### src/rtl/alu_addsub_stage.sv
// alu_addsub_stage: two-stage add/sub front-end around an external adder; ADD_SAT_EN enables signed saturation
module alu_addsub_stage #(
  parameter int W = 16
) (
  input  logic         clk,
  input  logic         rst_n,
  input  logic         in_valid,
  output logic         in_ready,
  input  logic [2:0]   in_op,
  input  logic [W-1:0] in_a,
  input  logic [W-1:0] in_b,
  input  logic         flag_clr,
  output logic [W-1:0] add_a,
  output logic [W-1:0] add_b,
  output logic         add_cin,
  input  logic [W-1:0] add_sum,
  input  logic         add_cout,
  output logic         out_valid,
  input  logic         out_ready,
  output logic [W-1:0] out_result,
  output logic [3:0]   out_flags,
  output logic         carry_q
);
  typedef enum logic [2:0] {
    OP_ADD, OP_ADC, OP_SUB, OP_SBC, OP_CMP, OP_PASSA, OP_INC, OP_DEC
  } op_e;

  op_e          s1_op_q, s1_op_d;
  logic [W-1:0] s1_a_q, s1_a_d, s1_b_q, s1_b_d;
  logic         s1_valid_q, s1_valid_d;
  logic         out_valid_q, out_valid_d;
  logic [W-1:0] out_result_q, out_result_d;
  logic [3:0]   out_flags_q, out_flags_d;
  logic         carry_d;
  logic         adv, accept;
  logic [W-1:0] eff_b, res_pre;
  logic         eff_cin, c_flag, v_flag;

  assign adv      = s1_valid_q & (~out_valid_q | out_ready);
  assign in_ready = ~s1_valid_q | adv;
  assign accept   = in_valid & in_ready;

  // effective adder operand and carry-in for the op held in stage 1
  always_comb begin
    eff_b   = '0;
    eff_cin = 1'b0;
    case (s1_op_q)
      OP_ADD:         eff_b = s1_b_q;
      OP_ADC:         begin eff_b = s1_b_q;  eff_cin = carry_q; end
      OP_SUB, OP_CMP: begin eff_b = ~s1_b_q; eff_cin = 1'b1;    end
      OP_SBC:         begin eff_b = ~s1_b_q; eff_cin = carry_q; end
      OP_INC:         eff_cin = 1'b1;
      OP_DEC:         eff_b = '1;
      default:        ;
    endcase
  end

  // idle stage 1 parks the adder inputs at zero
  assign add_a   = s1_valid_q ? s1_a_q : '0;
  assign add_b   = s1_valid_q ? eff_b : '0;
  assign add_cin = s1_valid_q & eff_cin;

  assign c_flag = (s1_op_q != OP_PASSA) & add_cout;
  assign v_flag = (s1_op_q != OP_PASSA) & (add_a[W-1] == add_b[W-1]) & (add_sum[W-1] != add_a[W-1]);

`ifdef ADD_SAT_EN
  logic sat;
  // only the four add/sub ops (op[2]=0) clamp on signed overflow
  assign sat     = v_flag & ~s1_op_q[2];
  assign res_pre = sat ? {s1_a_q[W-1], {(W-1){~s1_a_q[W-1]}}} : add_sum;
`else
  assign res_pre = add_sum;
`endif

  // next-state for both pipeline stages and the persistent carry
  always_comb begin
    s1_valid_d   = accept | (s1_valid_q & ~adv);
    s1_op_d      = accept ? op_e'(in_op) : s1_op_q;
    s1_a_d       = accept ? in_a : s1_a_q;
    s1_b_d       = accept ? in_b : s1_b_q;
    out_valid_d  = adv ? 1'b1 : (out_ready ? 1'b0 : out_valid_q);
    out_result_d = adv ? ((s1_op_q == OP_CMP) ? '0 : res_pre) : out_result_q;
    out_flags_d  = adv ? {res_pre[W-1], res_pre == '0, c_flag, v_flag} : out_flags_q;
    carry_d      = adv ? c_flag : (flag_clr ? 1'b0 : carry_q);
  end

  // pipeline registers with synchronous active-low reset
  always_ff @(posedge clk) begin
    if (!rst_n) begin
      s1_valid_q   <= 1'b0;
      s1_op_q      <= OP_ADD;
      s1_a_q       <= '0;
      s1_b_q       <= '0;
      out_valid_q  <= 1'b0;
      out_result_q <= '0;
      out_flags_q  <= '0;
      carry_q      <= 1'b0;
    end else begin
      s1_valid_q   <= s1_valid_d;
      s1_op_q      <= s1_op_d;
      s1_a_q       <= s1_a_d;
      s1_b_q       <= s1_b_d;
      out_valid_q  <= out_valid_d;
      out_result_q <= out_result_d;
      out_flags_q  <= out_flags_d;
      carry_q      <= carry_d;
    end
  end

  assign out_valid  = out_valid_q;
  assign out_result = out_result_q;
  assign out_flags  = out_flags_q;
endmodule

### config.mk
export PLATFORM = sky130hd
export DESIGN_NAME = alu_addsub_stage
export DESIGN_NICKNAME = d
export VERILOG_FILES = /design/src/rtl/alu_addsub_stage.sv
export SDC_FILE = /design/constraint.sdc
export NUM_CORES = 1
export LEC_CHECK = 0
export ABC_CLOCK_PERIOD_IN_PS = 3300
export BUFFER_PORTS_ARGS = -buffer_cell sky130_fd_sc_hd__buf_2
export CORE_ASPECT_RATIO = 1.75
export CORE_MARGIN = 2
export CORE_UTILIZATION = 25
export CTS_CLUSTER_DIAMETER = 120
export DETAILED_ROUTE_END_ITERATION = 7
export GPL_ROUTABILITY_DRIVEN = 0
export GPL_TIMING_DRIVEN = 1
export PLACE_DENSITY_LB_ADDON = 0.25
export REMOVE_ABC_BUFFERS = 1
export SLEW_MARGIN = 20
export SYNTH_ARGS = -nofsm -noshare
export SYNTH_HDL_FRONTEND = slang
export SYNTH_SLANG_ARGS = --single-unit
### constraint.sdc
create_clock -name clk -period 3.3 [get_ports clk]
set_input_delay 0.495 -clock clk [delete_from_list [all_inputs] [get_ports clk]]
set_output_delay 0.495 -clock clk [all_outputs]
set_load 0.005 [all_outputs]
==> results.cfg <==
[routing]
drt-initial-drc-count = 128
wl_per_cell_um = 13.27
drc = 0
via_total_after_detailed_routing = 2642
detail-route-antenna-nets = 0
firstDrtPassIters = 4
detail_route.vias_per_cell = 4.579
drt_wl_total_um = 7654

[worst_setup_path]
worst-endpoint-required_ns = 2.80
setup.worst_path.start_class = register
path_buf_inv = 2
timing.critical_path.max_delay_family = compound AO/OA/AOI/OAI gates
worst-path-stages = 5
timing.critical_path.arrival_ns = 2.21
worst-path-max-fanout = 17
crit_chain = inv_1 -> o21ai_1 -> o21ai_0 -> a21boi_0 -> buf_2
cp_capture_type = output port
timing.reg2reg.worst_path_depth = 4
timing.critical_path.slowest_stage_cell = sky130_fd_sc_hd__dfxtp_1
criticalPathCategory = register to output port
crit_path_max_incr_delay_ns = 0.72

[clock_network]
clock_tree_from_tritoncts = yes
clock_tree.root_cell = sky130_fd_sc_hd__clkbuf_16
post_cts.repair.setup_buffers = 0
path_clk_slew_ns = 0.05
clock_tree.htree_level_count = 3
ctsLongestPathBuffers = 2
cts_repair_resize_count = 0
clock_latency_ns = 0.32
hold_buffers = 0
tritoncts_num_sinks = 58
clock_buffers_created_by_tritoncts = 9

[placed_design]
place.port_buffers = 112
place_hpwl_um = 5401

[power_and_ir_drop]
post-layout-total-power_mw = 1.870
p_per_area_nw_per_um2 = 506.0
cellLeakagePower_nw = 1.661
ir_drop_mv = 0.2259

[timing]
timing.setup.tns_ns = 0
layout_min_cycle_time_ns = 2.702
skew_ns = 0.005925
setup_repair_after_global_routing_missed_its_margin = no
final.period_utilization = 0.8188
fmax_ghz = 0.3701
timing.final.hold_violations = 0
setup_viol = 0
worst_margin_pin_slew_ns = 0.8971
slew_headroom = 0.4019
drv_slew = 0

[grt]
global_route.overflow_total = 0
grt_pass1_vias = 2605
grt.total_usage = 0.1297
grt_first_pass_wirelength_um = 12430
antenna_found_initial = 0
grt_start_max_net_pins = 60

[min_path]
holdPathStages = 3
min-delay-path-class = input pin to register

[synth]
ys_warn_count = 0
fraction_of_the_yosys_area_taken_by_sequential_cells = 0.4113
post_synth.cell_area_avg_sq_um = 8.229
ys_ff_latch = 58
netlist_instances = 343
syn-cell-area_sq_um = 2823
post_synth_num_cell_types = 36

[floorplan]
io_pins = 113
row_count = 51
area_of_the_die_sq_um = 12190
die_width_um = 84.33
die_h_um = 144.6
core_region_area_sq_um = 11040
floorplan.initialDensity = 0.2557

[cells_and_area]
layout_common_cells = 112 x sky130_fd_sc_hd__buf_2, 92 x sky130_fd_sc_hd__nand2_1, 58 x sky130_fd_sc_hd__dfxtp_1
n_antenna_cell = 0
mostFrequentLayoutCell = sky130_fd_sc_hd__buf_2
filler_instances = 1199
share_of_final_layout_standard_cells_stronger_than_drive_strength_1 = 0.3146
design.final.nets = 497
syn_to_final_growth_pct = 30.94

[status]
run_status = finished, final reports clean

[run]
cap_violations = 0
[per-stage QoR]
stage | util | worst slack [ns] | hold slack, ns | cells | instance area, sq um
after floorplan | - | 1.352 | 0.4305 | 313 | 2656
after global placement | 0.3091 | 1.041 | 0.4391 | 561 | 3412
after detailed placement | 0.3091 | 0.9140 | 0.4502 | 561 | 3412
after CTS | 0.3348 | 0.5555 | 0.3944 | 577 | 3696
after global routing | 0.3348 | 0.3478 | 0.4042 | 577 | 3696
final | 0.3348 | 0.5980 | 0.4078 | 577 | 3696
[cells in the mapped netlist, drive strengths merged]
cell type | number | area, sq um
a21boi | 48 | 360.4
a21o | 1 | 7.510
a21oi | 3 | 26.28
a221oi | 1 | 15.01
a22oi | 16 | 120.1
a31oi | 1 | 6.260
and2 | 19 | 118.9
buf | 20 | 128.9
clkbuf | 10 | 37.54
dfxtp | 58 | 1161
inv | 1 | 3.750
mux2i | 1 | 10.01
nand2 | 92 | 345.3
nand2b | 3 | 18.77
nand3 | 2 | 10.01
nand3b | 1 | 7.510
nand4 | 1 | 6.260
nor2 | 8 | 32.54
nor2b | 20 | 132.6
nor3 | 1 | 5.000
nor4 | 4 | 25.02
o21a | 1 | 7.510
o21ai | 15 | 75.07
o221a | 5 | 56.30
o22ai | 1 | 6.260
o32ai | 1 | 27.53
or2 | 2 | 12.51
or3 | 1 | 6.260
xor2 | 6 | 52.55
[cell families (layout without fill, tap and decap cells)]
family | Yosys count | after routing | share of synthesized area
AOI/OAI and AO/OA | 93 | 93 | 0.2509
DFF | 58 | 58 | 0.4113
and+or+nand+nor | 154 | 154 | 0.2553
buffers and inverters | 31 | 133 | 0.06028
muxes | 1 | 1 | 0.003546
xor gates and xnor gates | 6 | 6 | 0.01862
[tightest hold or removal path, delay by kind of cell]
kind                   cells  cell delay [ns]
buffers and inverters      1             0.10
AOI/OAI and AO/OA          1             0.05
and+or+nand+nor            1             0.04
[sequential cells by signal, indices dropped and copies added, names as in the netlist]
signal,flops
carry_q,1
s1_op_q,3
s1_valid_q,1
s1_b_q,16
out_valid,1
out_flags,4
out_result,16
s1_a_q,16
[area by class of cell]
class                   count  area, sq um  area share
flip-flops and latches     58         1161      0.3141
well taps                 132        165.2     0.04469
multi-input cells         254         1491      0.4035
clock buffers              14        274.0     0.07414
repair buffers            116        590.6      0.1598
clock inverters             2        10.01    0.002708
inverters                   1        3.754    0.001016
[final timing paths]
check,startpoint,slack (ns),end
setup / recovery,s1_op_q[1],0.60,add_b[9]
hold reg to reg,s1_a_q[0],0.46,s1_a_q[0]
setup reg to reg,s1_valid_q,1.30,out_result[9]
hold / removal,in_b[12],0.41,s1_b_q[12]
[power by group]
group          internal [mW]  switching (mW)  leakage [nW]
Combinational          0.107           0.116          1.04
Sequential             0.739          0.0325         0.476
Clock                  0.567           0.309         0.143
[per-layer routing]
| metal | track usage | wire length (um) | vias up |
|---|---|---|---|
| li1 | - | - | 1346 |
| met5 | 0 | 0 | - |
| met4 | 0.07980 | 225 | 0 |
| met2 | 0.2247 | 3988 | 72 |
| met1 | 0.1426 | 3055 | 1207 |
| met3 | 0.02968 | 385 | 17 |
No activity file was read; power rests on OpenSTA's default activity.
